===== src/rtl/vector_pkg.sv =====
// Shared types and default sizing for the vector FU sequencer.
// Covers FSM state, opcode encoding and the group descriptor.
package vector_pkg;

    localparam int DEF_LANES  = 4;
    localparam int DEF_MAX_VL = 64;
    localparam int DEF_VLW    = $clog2(DEF_MAX_VL) + 1;

    typedef enum logic [1:0] {
        IDLE  = 2'd0,
        ISSUE = 2'd1,
        DRAIN = 2'd2
    } seq_state_e;

    typedef enum logic [4:0] {
        VOP_ADD = 5'd0,
        VOP_SUB = 5'd1,
        VOP_MUL = 5'd2,
        VOP_AND = 5'd3,
        VOP_OR  = 5'd4,
        VOP_XOR = 5'd5,
        VOP_MAC = 5'd6
    } vfu_op_e;

    typedef struct packed {
        logic [DEF_VLW-1:0]   idx;
        logic [DEF_LANES-1:0] mask;
    } vfu_group_t;

endpackage


===== src/rtl/vfu_inflight_tracker.sv =====
// Fixed-depth valid/payload shift register that mirrors groups in flight
// through the VFU pipe; synchronous clear drops everything still in flight.
module vfu_inflight_tracker #(
    parameter int DEPTH     = 3,
    parameter int PAYLOAD_W = 11
) (
    input  logic                 clk_i,
    input  logic                 rst_ni,
    input  logic                 clear_i,
    input  logic                 push_i,
    input  logic [PAYLOAD_W-1:0] payload_i,
    output logic                 valid_o,
    output logic [PAYLOAD_W-1:0] payload_o,
    output logic                 empty_o,
    output logic                 last_o
);

    logic [DEPTH-1:0]     valid_q;
    logic [DEPTH-1:0]     valid_in;
    logic [DEPTH-1:0]     others;
    logic [PAYLOAD_W-1:0] payload_q  [DEPTH];
    logic [PAYLOAD_W-1:0] payload_in [DEPTH];

    genvar gi;
    generate
        for (gi = 0; gi < DEPTH; gi++) begin : g_stage
            if (gi == 0) begin : g_head
                assign valid_in[gi]   = push_i;
                assign payload_in[gi] = payload_i;
            end else begin : g_body
                assign valid_in[gi]   = valid_q[gi-1];
                assign payload_in[gi] = payload_q[gi-1];
            end
        end
    endgenerate

    always_ff @(posedge clk_i or negedge rst_ni) begin
        if (!rst_ni) begin
            valid_q <= '0;
            for (int i = 0; i < DEPTH; i++) payload_q[i] <= '0;
        end else begin
            valid_q <= clear_i ? '0 : valid_in;
            for (int i = 0; i < DEPTH; i++) payload_q[i] <= payload_in[i];
        end
    end

    // "last" means only the output stage still holds a group.
    always_comb begin
        others            = valid_q;
        others[DEPTH-1]   = 1'b0;
    end

    assign valid_o   = valid_q[DEPTH-1];
    assign payload_o = payload_q[DEPTH-1];
    assign empty_o   = (valid_q == '0);
    assign last_o    = valid_q[DEPTH-1] && (others == '0);

endmodule


===== src/rtl/vector_fu_sequencer.sv =====
// Walks one vector command over the VFU in LANES-wide groups and tracks writebacks.
// Optional VFU_SEQ_PERF_EN adds saturating busy/stall cycle counters.
module vector_fu_sequencer
    import vector_pkg::*;
#(
    parameter int LANES  = DEF_LANES,
    parameter int MAX_VL = DEF_MAX_VL,
    parameter int FU_LAT = 3,
    parameter int OP_W   = 5,
    parameter int REG_W  = 5,
    parameter int VLW    = $clog2(MAX_VL) + 1
) (
    input  logic             clk_i,
    input  logic             rst_ni,
    input  logic             cmd_valid_i,
    output logic             cmd_ready_o,
    input  logic [OP_W-1:0]  cmd_op_i,
    input  logic [REG_W-1:0] cmd_vd_i,
    input  logic [REG_W-1:0] cmd_vs1_i,
    input  logic [REG_W-1:0] cmd_vs2_i,
    input  logic [VLW-1:0]   cmd_vl_i,
    input  logic             flush_i,
    output logic             fu_valid_o,
    input  logic             fu_ready_i,
    output logic [OP_W-1:0]  fu_op_o,
    output logic [REG_W-1:0] fu_vs1_o,
    output logic [REG_W-1:0] fu_vs2_o,
    output logic [VLW-1:0]   fu_idx_o,
    output logic [LANES-1:0] fu_mask_o,
    output logic             wb_valid_o,
    output logic [REG_W-1:0] wb_vd_o,
    output logic [VLW-1:0]   wb_idx_o,
    output logic [LANES-1:0] wb_mask_o,
    output logic             done_o,
    output logic             busy_o
`ifdef VFU_SEQ_PERF_EN
    ,
    output logic [31:0]      perf_busy_cyc_o,
    output logic [31:0]      perf_stall_cyc_o
`endif
);

    localparam int PW = VLW + LANES;

    seq_state_e       state_q;
    logic [OP_W-1:0]  op_q;
    logic [REG_W-1:0] vd_q, vs1_q, vs2_q;
    logic [VLW-1:0]   vl_q, idx_q;
    logic [VLW-1:0]   vl_d, idx_d;
    logic             done_q;
    logic [LANES-1:0] lane_mask;
    logic             fu_hs, last_group;
    logic             trk_valid, trk_empty, trk_last;
    logic [PW-1:0]    trk_payload;

    assign vl_d       = (cmd_vl_i > VLW'(MAX_VL)) ? VLW'(MAX_VL) : cmd_vl_i;
    assign idx_d      = idx_q + VLW'(LANES);
    assign last_group = (idx_d >= vl_q);
    assign fu_hs      = fu_valid_o && fu_ready_i && !flush_i;

    genvar gi;
    generate
        for (gi = 0; gi < LANES; gi++) begin : g_lane
            assign lane_mask[gi] = ((idx_q + VLW'(gi)) < vl_q);
        end
    endgenerate

    always_ff @(posedge clk_i or negedge rst_ni) begin
        if (!rst_ni) begin
            state_q <= IDLE;
            op_q    <= '0;
            vd_q    <= '0;
            vs1_q   <= '0;
            vs2_q   <= '0;
            vl_q    <= '0;
            idx_q   <= '0;
            done_q  <= 1'b0;
        end else begin
            done_q <= 1'b0;
            if (flush_i) begin
                state_q <= IDLE;
            end else begin
                case (state_q)
                    IDLE: begin
                        if (cmd_valid_i && cmd_ready_o) begin
                            op_q  <= cmd_op_i;
                            vd_q  <= cmd_vd_i;
                            vs1_q <= cmd_vs1_i;
                            vs2_q <= cmd_vs2_i;
                            vl_q  <= vl_d;
                            idx_q <= '0;
                            if (vl_d == '0) done_q  <= 1'b1;
                            else            state_q <= ISSUE;
                        end
                    end
                    ISSUE: begin
                        if (fu_ready_i) begin
                            idx_q <= idx_d;
                            if (last_group) state_q <= DRAIN;
                        end
                    end
                    DRAIN: begin
                        // Final writeback is leaving the pipe now, so done lands next cycle.
                        if (trk_last || trk_empty) begin
                            state_q <= IDLE;
                            done_q  <= 1'b1;
                        end
                    end
                    default: state_q <= IDLE;
                endcase
            end
        end
    end

    vfu_inflight_tracker #(
        .DEPTH     (FU_LAT),
        .PAYLOAD_W (PW)
    ) u_tracker (
        .clk_i     (clk_i),
        .rst_ni    (rst_ni),
        .clear_i   (flush_i),
        .push_i    (fu_hs),
        .payload_i ({idx_q, lane_mask}),
        .valid_o   (trk_valid),
        .payload_o (trk_payload),
        .empty_o   (trk_empty),
        .last_o    (trk_last)
    );

    // The done cycle still blocks new commands so one cannot overlap the pulse.
    assign cmd_ready_o = (state_q == IDLE) && !done_q && !flush_i;
    assign fu_valid_o  = (state_q == ISSUE);
    assign fu_op_o     = op_q;
    assign fu_vs1_o    = vs1_q;
    assign fu_vs2_o    = vs2_q;
    assign fu_idx_o    = idx_q;
    assign fu_mask_o   = fu_valid_o ? lane_mask : '0;
    assign wb_valid_o  = trk_valid;
    assign wb_vd_o     = vd_q;
    assign wb_idx_o    = trk_payload[PW-1:LANES];
    assign wb_mask_o   = trk_payload[LANES-1:0];
    assign done_o      = done_q;
    assign busy_o      = (state_q != IDLE);

`ifdef VFU_SEQ_PERF_EN
    logic [31:0] perf_busy_q, perf_stall_q;

    always_ff @(posedge clk_i or negedge rst_ni) begin
        if (!rst_ni) begin
            perf_busy_q  <= '0;
            perf_stall_q <= '0;
        end else begin
            if (busy_o && (perf_busy_q != '1))
                perf_busy_q <= perf_busy_q + 32'd1;
            if (fu_valid_o && !fu_ready_i && (perf_stall_q != '1))
                perf_stall_q <= perf_stall_q + 32'd1;
        end
    end

    assign perf_busy_cyc_o  = perf_busy_q;
    assign perf_stall_cyc_o = perf_stall_q;
`endif

endmodule


===== config.mk =====
export PLATFORM = sky130hd
export DESIGN_NAME = vector_fu_sequencer
export DESIGN_NICKNAME = d
export VERILOG_FILES = /design/src/rtl/vector_pkg.sv /design/src/rtl/vfu_inflight_tracker.sv /design/src/rtl/vector_fu_sequencer.sv
export SDC_FILE = /design/constraint.sdc
export NUM_CORES = 1
export LEC_CHECK = 0
export CAP_MARGIN = 10
export CORE_MARGIN = 2
export CORE_UTILIZATION = 43
export CTS_CLUSTER_DIAMETER = 80
export CTS_CLUSTER_SIZE = 16
export DETAILED_ROUTE_END_ITERATION = 10
export HOLD_SLACK_MARGIN = 0.15
export PLACE_DENSITY = 0.86
export SLEW_MARGIN = 20
export SYNTH_ARGS = -nofsm -noshare
export SYNTH_HDL_FRONTEND = slang
export SYNTH_SLANG_ARGS = --single-unit
export TNS_END_PERCENT = 20

===== constraint.sdc =====
create_clock -name clk_i -period 2.12 [get_ports clk_i]
set_input_delay 0.424 -clock clk_i [delete_from_list [all_inputs] [get_ports clk_i]]
set_output_delay 0.424 -clock clk_i [all_outputs]
set_load 0.1 [all_outputs]

==> out/metrics.cfg, run 1 <==
[status]
status=complete, but fails checks
violations=negative setup slack

[place]
pre_cts_ws_ps=-28.9
place_congestion=0.802
place_hpwl_um=4260
placed_area_um2=3810
portBuffers=74

[critical_path]
critPathArrivalTime_ps=2070
worst-r2r-cell-count=8
critPathCaptureType=output port
startpoint_type=flop
cp_data_required_time_ps=1700
crit_type=reg -> out
path_max_fanout=6

[clocking]
cts_buffers=9
clk_path_buf_depth=2
clockRootBuffer=clkbuf_8
clk_latency_ps=340
htree_num_levels=3
path_clk_slew_ps=80
cts.sinks=65
cts_tree=yes
postCtsSetupBuffers=0

[grt]
grt_first_pass_wirelength_um=9670
gr-total-overflow=0
grtUsageTotal=0.170
grt_pass1_vias=2075
grt_start_max_net_pins=66
antenna_found_initial=0

[route]
dr_total_vias=1965
wirelength_um=5790
drc_errors=0
drt-initial-drc-count=73
wl_per_cell_um=14.9
drt_pass1_iterations=4
antenna_left=0
viasPerCell=5.05

[power]
p_leak_nw=1.93
ir_worst_vdd_mv=1.13
p_per_area_nw_per_um2=1340

[cells_and_area]
post-route-cell-area_um2=4080
area_growth_pct=44.1
diodes=0
final_core_util=0.642
nets=356
drive_gt1_frac=0.391

[sta]
setup_viol=4
post-route-period-util=1.18
setup_ws_ps=-379
hold_violations=0
clock_skew_ps=7.63
rsz0062_at_grt=yes
slew_viol_final=0
tns_ps=-1320
finalWorstPathRequiredPeriod_ps=2500
fmax_ghz=0.400

[worst_hold_path]
whs_path_depth=0
hp-class=reg -> reg

[logic_synthesis]
synth_warnings=0
synthMuxAreaShare=0.106
synth_edf_count=0
syn_avg_cell_area_um2=13.0
synthFlopType=dfrtp_1
synth-simple-area-share=0.100
seq_area_frac_synth=0.575
netlist_instances=218
synthAdderAreaFrac=0.0752
synth_cell_types=39
synth_compound_area_frac=0.0809
syn_area_um2=2830
ys_async_sr_fraction=1.00
synth_top_family_by_area=multiplexers
synth-seq-cells=65
synthXorXnorAreaFrac=0.00929

[floorplanning]
core_area_um2=6350
initial_core_util=0.446
die_x_um=85.1
num_rows=29
die_area_um2=7240
die_y_um=85.1
io_pins=79

[run]
drv_cap=0

## cell type report
cell class / count / area, um^2
inverters: 8 / 30.0
multi-input cells: 130 / 1210
flip-flops and latches: 65 / 1630
clock inverters: 7 / 77.6
clock buffers: 9 / 124
fillers: 482 / 2270
well taps: 77 / 96.3
repair buffers: 93 / 911
## report_power, final
part	switching, mW	total (mW)	internal [mW]
Combinational	1.96	2.76	0.797
Clock	0.507	1.06	0.552
Sequential	0.136	1.65	1.52
## timing repair
action                                  CTS  global route
pin swaps                                 1             1
resized for setup                         3             7
endpoints found under the hold margin    65             0
endpoints found under the setup margin    6             6
hold buffers                              1             0
## kinds of logic (layout without fill, tap and decap cells)
| group | after synthesis | count (layout) |
|---|---|---|
| DFF | 65 | 65 |
| other | 1 | 4 |
| xor gates and xnor gates | 3 | 3 |
| muxes | 21 | 21 |
| and+or+nand+nor | 49 | 49 |
| AOI/OAI and AO/OA | 36 | 36 |
| adders and majority gates | 17 | 17 |
| buffers and inverters | 26 | 117 |
## placed cells by master (no fill, tap or decap), drive strengths merged, types with 2 or more instances in the layout
cell,n
clkdlybuf4s50,30
a21oi,4
nand3,4
and4,2
mux2,21
nor2b,3
xnor2,2
a2111oi,3
dfrtp,65
nor2,3
nor3,4
a211oi,4
ha,17
nand2,17
a21o,2
nand2b,9
clkbuf,9
o21ai,16
buf,62
inv,10
a22o,2
clkinv,3
conb,4
nor4,2
## state kept, by name, indices dropped and copies added, names as in the netlist
name                  flops
done_o                    1
fu_idx_o                  5
fu_op_o                   5
fu_vs1_o                  5
fu_vs2_o                  5
state_q                   2
u_tracker.payload_in     18
u_tracker.payload_o       9
u_tracker.valid_q         3
vl_q                      7
wb_vd_o                   5
## cell usage after synthesis, drive strengths merged (2+ instances only)
master	count	share of area
nand3	4	0.0071
a22o	2	0.0062
dfrtp	65	0.57
nor4	2	0.0097
a21o	2	0.0053
a2111oi	3	0.0093
nand2	17	0.025
nor3	4	0.0071
nor2	3	0.0040
nand2b	9	0.020
nor2b	3	0.0066
clkbuf	6	0.0080
inv	8	0.011
a21oi	4	0.0071
a211oi	4	0.011
buf	12	0.033
ha	17	0.075
mux2	21	0.11
o21ai	16	0.028
xnor2	2	0.0062
and4	2	0.0062
## per-layer routing
metal / wire length, um / track usage
met3: 371 / 0.0457
met2: 2920 / 0.278
met5: 0 / 0
met4: 131 / 0.0909
met1: 2360 / 0.207
## critical path, stage by stage, from the launching register on
cell	delay, ps
dfrtp_2	450
ha_1	300
o211ai_1	160
nand2_1	110
and4_4	220
a2111oi_4	270
buf_12	220
## metrics by stage
stage,hold slack [ps],power [mW],cells
2_1_floorplan,128,3.72,221
3_3_place_gp,331,4.34,372
3_5_place_dp,335,4.40,372
4_1_cts,344,5.49,389
5_1_grt,357,5.70,389
6_report,349,5.47,389
## worst paths after layout
check	startpoint	to	slack (ps)
worst max-delay path	fu_idx_o[2]	fu_mask_o[2]	-380
worst min-delay path	u_tracker.payload_in[6]	u_tracker.payload_o[6]	350
worst max register to register	fu_idx_o[2]	state_q[1]	80
worst min register to register	u_tracker.payload_in[6]	u_tracker.payload_o[6]	350
max in group asynchronous	rst_ni	done_o	1220
min in group asynchronous	rst_ni	fu_vs2_o[0]	630
No activity file was read; power rests on OpenSTA's default activity.
==> run 2, diff against run 1 <==
--- a/config.mk
+++ b/config.mk
@@ -9,7 +9,7 @@
 export CORE_MARGIN = 2
 export CORE_UTILIZATION = 43
 export CTS_CLUSTER_DIAMETER = 80
-export CTS_CLUSTER_SIZE = 16
+export CTS_CLUSTER_SIZE = 24
 export DETAILED_ROUTE_END_ITERATION = 10
 export HOLD_SLACK_MARGIN = 0.15
 export PLACE_DENSITY = 0.86
==> results of run 2 <==
Same layout as run 1: the final DEF is identical, and so are final timing and power.
